<file path="src/rtl/mem_dma.sv">
// Memory-to-memory DMA engine: byte copy or pattern fill over a 256x8 RAM.
// RAM reads and writes complete on the falling edge; every output is registered.
module mem_dma #(
   parameter int WIDTH     = 8,
   parameter int ADDR_BITS = 8
) (
   input  logic                 clk,
   input  logic                 reset_n,
   input  logic                 start,
   input  logic                 mode,
   input  logic [ADDR_BITS-1:0] src_adr,
   input  logic [ADDR_BITS-1:0] dst_adr,
   input  logic [7:0]           len,
   input  logic [WIDTH-1:0]     fill_data,
   input  logic [WIDTH-1:0]     memdata,
   output logic [ADDR_BITS-1:0] adr,
   output logic [WIDTH-1:0]     writedata,
   output logic                 memwrite,
   output logic                 busy,
   output logic                 done,
   output logic [WIDTH-1:0]     checksum
);

   typedef enum logic [1:0] {
      IDLE = 2'd0,
      RD   = 2'd1,
      WR   = 2'd2,
      DONE = 2'd3
   } state_t;

   state_t               state_q, state_d;
   logic [ADDR_BITS-1:0] src_q, src_d;
   logic [ADDR_BITS-1:0] dst_q, dst_d;
   logic [7:0]           len_q, len_d;
   logic                 mode_q, mode_d;
   logic [WIDTH-1:0]     fill_q, fill_d;
   logic [7:0]           i_q, i_d;
   logic [ADDR_BITS-1:0] adr_q, adr_d;
   logic [WIDTH-1:0]     wd_q, wd_d;
   logic                 we_q, we_d;
   logic                 busy_q, busy_d;
   logic                 done_q, done_d;
   logic [WIDTH-1:0]     cks_q, cks_d;
   logic [7:0]           i_nxt;

   assign i_nxt = i_q + 8'd1;

   always_ff @(posedge clk) begin
      if (!reset_n) begin
         state_q <= IDLE;
         src_q   <= '0;
         dst_q   <= '0;
         len_q   <= '0;
         mode_q  <= 1'b0;
         fill_q  <= '0;
         i_q     <= '0;
         adr_q   <= '0;
         wd_q    <= '0;
         we_q    <= 1'b0;
         busy_q  <= 1'b0;
         done_q  <= 1'b0;
         cks_q   <= '0;
      end else begin
         state_q <= state_d;
         src_q   <= src_d;
         dst_q   <= dst_d;
         len_q   <= len_d;
         mode_q  <= mode_d;
         fill_q  <= fill_d;
         i_q     <= i_d;
         adr_q   <= adr_d;
         wd_q    <= wd_d;
         we_q    <= we_d;
         busy_q  <= busy_d;
         done_q  <= done_d;
         cks_q   <= cks_d;
      end
   end

   always_comb begin
      state_d = state_q;
      src_d   = src_q;
      dst_d   = dst_q;
      len_d   = len_q;
      mode_d  = mode_q;
      fill_d  = fill_q;
      i_d     = i_q;
      adr_d   = adr_q;
      wd_d    = wd_q;
      we_d    = 1'b0;
      busy_d  = 1'b0;
      done_d  = 1'b0;
      cks_d   = cks_q;
      unique case (state_q)
         IDLE: begin
            if (start) begin
               src_d  = src_adr;
               dst_d  = dst_adr;
               len_d  = len;
               mode_d = mode;
               fill_d = fill_data;
               i_d    = '0;
               cks_d  = '0;
               if (len == 8'd0) begin
                  state_d = DONE;
                  done_d  = 1'b1;
               end else if (mode) begin
                  state_d = WR;
                  adr_d   = dst_adr;
                  wd_d    = fill_data;
                  we_d    = 1'b1;
                  busy_d  = 1'b1;
               end else begin
                  state_d = RD;
                  adr_d   = src_adr;
                  busy_d  = 1'b1;
               end
            end
         end
         RD: begin
            // memdata was updated at the mid-cycle falling edge
            wd_d    = memdata;
            adr_d   = dst_q + i_q;
            we_d    = 1'b1;
            busy_d  = 1'b1;
            state_d = WR;
         end
         WR: begin
            cks_d = cks_q + wd_q;
            i_d   = i_nxt;
            if (i_nxt == len_q) begin
               state_d = DONE;
               done_d  = 1'b1;
            end else if (mode_q) begin
               adr_d  = dst_q + i_nxt;
               wd_d   = fill_q;
               we_d   = 1'b1;
               busy_d = 1'b1;
            end else begin
               adr_d   = src_q + i_nxt;
               busy_d  = 1'b1;
               state_d = RD;
            end
         end
         DONE: begin
            state_d = IDLE;
         end
         default: begin
            state_d = IDLE;
         end
      endcase
   end

   assign adr       = adr_q;
   assign writedata = wd_q;
   assign memwrite  = we_q;
   assign busy      = busy_q;
   assign done      = done_q;
   assign checksum  = cks_q;

endmodule

</file>
<file path="config.mk">
export PLATFORM = sky130hd
export DESIGN_NAME = mem_dma
export DESIGN_NICKNAME = d
export VERILOG_FILES = /design/src/rtl/mem_dma.sv
export SDC_FILE = /design/constraint.sdc
export NUM_CORES = 1
export LEC_CHECK = 0
export BUFFER_PORTS_ARGS = -buffer_cell sky130_fd_sc_hd__buf_2
export CAP_MARGIN = 20
export CELL_PAD_IN_SITES_DETAIL_PLACEMENT = 1
export CELL_PAD_IN_SITES_GLOBAL_PLACEMENT = 1
export CORE_ASPECT_RATIO = 0.6
export CORE_UTILIZATION = 45
export DETAILED_ROUTE_END_ITERATION = 8
export PLACE_DENSITY_LB_ADDON = 0.1
export SLEW_MARGIN = 10
export SYNTH_ARGS = -nofsm -noshare
export SYNTH_HDL_FRONTEND = slang
export SYNTH_SLANG_ARGS = --single-unit
</file>
<file path="constraint.sdc">
create_clock -name clk -period 5.34 [get_ports clk]
set_input_delay 0.267 -clock clk [delete_from_list [all_inputs] [get_ports clk]]
set_output_delay 0.267 -clock clk [all_outputs]
set_load 0.005 [all_outputs]
</file>
==> results by group <==
Timing
  • Max Clock Freq: 320 MHz
  • Final period util: 0.585
  • Slew Viols, Final: 0
  • Setup TNS: 0 ns
  • Measured slew at the worst slew-check pin: 1.11 ns
  • WHS: 0.181 ns
  • Max-slew headroom: 0.261
  • Fin crit period: 3.12 ns
  • RSZ-0062 raised after global routing: no
  • Clk_skew: 0.00779 ns
  • Final count of hold timing violations: 0
  • Setup ws final: ~2.2 ns
  • Final Setup Violations: 0

Yosys
  • Adder-cell area share of the yosys netlist: 0.0910
  • Area of the mapped netlist: 0.00424 mm^2
  • Main combinational cell family by area after synthesis: compound AO/OA/AOI/OAI gates
  • Synth area leaders: dfxtp_1, a21oi_1, ha_1
  • Post-Syn Area per Cell: 8.23 um^2
  • Post-synth EDFFs: 0
  • Synth area leader: dfxtp_1
  • Post-Synth Simple-Gate Area: 0.182
  • XOR/XNOR share of the synthesized area: 0.0762
  • Sequential fraction of the synthesis area: 0.331
  • #FFs+latches synth: 70
  • Syn Inst Count: between 500 and 600
  • Post-synthesis compound-gate area fraction: 0.215
  • Yosys top cell area share: 0.331
  • Post-synth top flop: dfxtp_1
  • Post-Syn Nets: 588
  • Distinct cell type count of the synthesized netlist: 51
  • Mux cell area share after synthesis: 0.0517
  • Asr flop ratio synth: 0
  • Yosys warning count: 0

Power
  • Pwr dens: between 400 and 500 mW/mm^2
  • Maximum VDD drop: 214 uV
  • Leakage: 2.22 nW

Routing
  • DRC: 0
  • Starting DRC count in detailed routing: 297
  • Vias per cell: 5.85
  • DRT antenna net count: 0
  • TritonRoute pass-1 iters: 5
  • Routed len/inst: approximately 20 um
  • Vias: 4,080
  • Routed WL: between 10,000 and 15,000 um

CTS
  • Deepest clock path buffer count: 2
  • H-Tree Depth: 3
  • Post-CTS Setup Inserts: 0
  • Sink Count: 70
  • Cts hold-fix bufs: 0
  • Cts repair resizes: 0
  • CTS tree: yes
  • Num CTS Buffers: 9
  • Worst-Skew Late Latency: 0.34 ns
  • Clock Pin Slew Worst Setup and Hold Paths: ~0.060 ns
  • Clk root buf: clkbuf_16

Run
  • Total of max-cap violations: 0

Critical path
  • Worst setup SP type: flop
  • Crit-path max cell delay: 0.67 ns
  • Most common cell on crit path: a21o_1
  • Crit-path max FO: 11
  • R2R depth: 10
  • RR Endpoint: adr[6]
  • Crit-path cells: mux2_2 > ha_1 > fa_1 > a21o_1 > a21o_1 > a21o_1 > a21oi_1 > xnor2_1 > a221oi_1 > o22ai_1
  • CP Capture Type: flop
  • Setup Crit Path Kind: reg2reg
  • R2R setup slack: 2.22 ns
  • R2r startpoint: mode_q
  • WP data arrival: 3.31 ns
  • CP required: 5.53 ns
  • Slowest CP cell: dfxtp_1

Placement
  • IO buf count: 70
  • RePlAce Congestion: 0.978
  • Place WS: 2.33 ns
  • Hpwl dp: 9920 um

Die
  • Die Ht: 77.2 um
  • Die extent in x: 127 um
  • Die Area: 0.00982 mm^2
  • Core footprint: roughly 0.0092 mm^2
  • Initial Util: 0.463
  • Ports: 71
  • Num rows: 27

Min path
  • HP Start: fill_data[0]
  • Hold endpoint: fill_q[0]
  • Worst Hold Path Cells: 3
  • HP Class: in2reg

Global routing
  • Global-route wire length before repair: 22,100 um
  • Vias in the first global route: 4,081
  • GRT overflow: 0
  • GRT Overall Usage: 0.297
  • Largest net degree at the start of global routing: 66
  • Initial antenna violation count: 0

Finish
  • Nets: 638
  • ANT cells: 0
  • # fillers: 1,142
  • Share of cells above drive strength 1: 0.181
  • Multi-input logic area: 0.00261 mm^2
  • Layout area overhead: 15.3%
  • Register Area: 0.00140 mm^2

Status
  • Status: finished, final reports clean
## routing by layer
metal,up-vias,wire length [um],track usage,part of all wire
li1,1923,-,-,-
met1,2013,6810,0.432,0.49
met2,129,5890,0.444,0.43
met3,15,926,0.0656,0.067
met4,0,136,0.0655,0.0099
met5,-,0,0,0
## cell families (layout without fill, tap and decap cells)
kind of cell,Yosys count,after routing
compound gates,142,142
xor+xnor,32,32
mux,21,21
fa+ha+maj,29,29
simple gates,168,168
buf+inv,53,106
flops,70,70
## placed cells by master (no fill, tap or decap), types with 3 or more instances in the layout
cell type,count
nand2b_1,4
mux2_2,7
a21oi_1,66
mux2i_1,14
or4_1,8
buf_4,5
a31oi_1,3
o2111ai_1,3
fa_1,3
nor2_1,35
a21o_1,10
ha_1,26
a2111oi_0,3
a22oi_1,9
o21bai_1,4
clkinv_2,4
or3_1,3
nand2_1,85
a221oi_1,15
xnor2_1,17
nand3b_1,3
xor2_1,12
and2_1,3
clkbuf_16,9
nand3_1,9
nor3_1,6
buf_2,70
o21ai_0,15
nor2b_1,3
dfxtp_1,70
inv_1,16
## layout make-up
cell class,instances,share of cell area
Multi-Input combinational cell,392,0.535
Sequential cell,70,0.287
Timing Repair Buffer,75,0.0794
Clock buffer,9,0.0461
Tap cell,130,0.0333
Inverter,17,0.0131
Clock inverter,5,0.00589
## worst max-delay path: cells and delay by family, from the launching register on
kind / cells / cell delay [ns]
XOR/XNOR: 1 / 0.08
flip-flops: 1 / 0.67
multiplexers: 1 / 0.41
AO/OA/AOI/OAI: 6 / 1.16
adder cells (fa/ha/maj): 2 / 0.65
## synth_stat cells (3+ instances only)
master	instances
nand2_1	85
dfxtp_1	70
mux2_2	7
inv_1	17
a221oi_1	15
o21ai_0	16
buf_4	3
nor3_1	6
o21bai_1	4
nor2_1	35
nand3_1	9
fa_1	3
xnor2_1	17
nand2b_1	4
a21o_1	10
ha_1	26
and2_1	3
a31oi_1	3
or3_1	3
a22oi_1	9
clkbuf_1	29
a2111oi_0	3
o2111ai_1	3
a21oi_1	67
nand3b_1	3
nor2b_1	3
or4_1	8
mux2i_1	14
xor2_1	12
## sequential cells by signal, summed over array words and instances, names as in the netlist
register	count
checksum	8
len_q	8
mode_q	1
i_q	8
dst_q	8
fill_q	8
busy	1
src_q	8
state_q	2
writedata	8
memwrite	1
adr	8
done	1
## worst max-delay path by stage
stage	from	to	slack, ns	cells past startpoint
finish	mode_q	adr[6]	2.22	10
global route	mode_q	adr[6]	2.08	10
CTS	mode_q	adr[6]	2.24	10
detailed placement	mode_q	adr[6]	2.33	10
global placement	mode_q	adr[6]	2.38	10
floorplan	mode_q	adr[6]	2.52	11
## power by group
| part | switching (mW) | total, mW | leakage, nW | internal (mW) |
|---|---|---|---|---|
| clock | 0.230 | 0.536 | 0.131 | 0.306 |
| sequential | 0.0880 | 0.716 | 0.573 | 0.628 |
| combinational | 0.564 | 0.900 | 1.52 | 0.335 |
| total | 0.882 | 2.15 | 2.22 | 1.27 |
## through the flow
stage	power [mW]	utilization	area, um^2	instances
final	2.15	0.533	4880	698
after global routing	2.28	0.533	4880	698
after CTS	2.14	0.533	4880	697
after detailed placement	1.60	0.505	4620	683
after global placement	1.55	0.505	4620	683
after floorplan	1.29	-	4240	515
(Power assumes the default switching activity.)
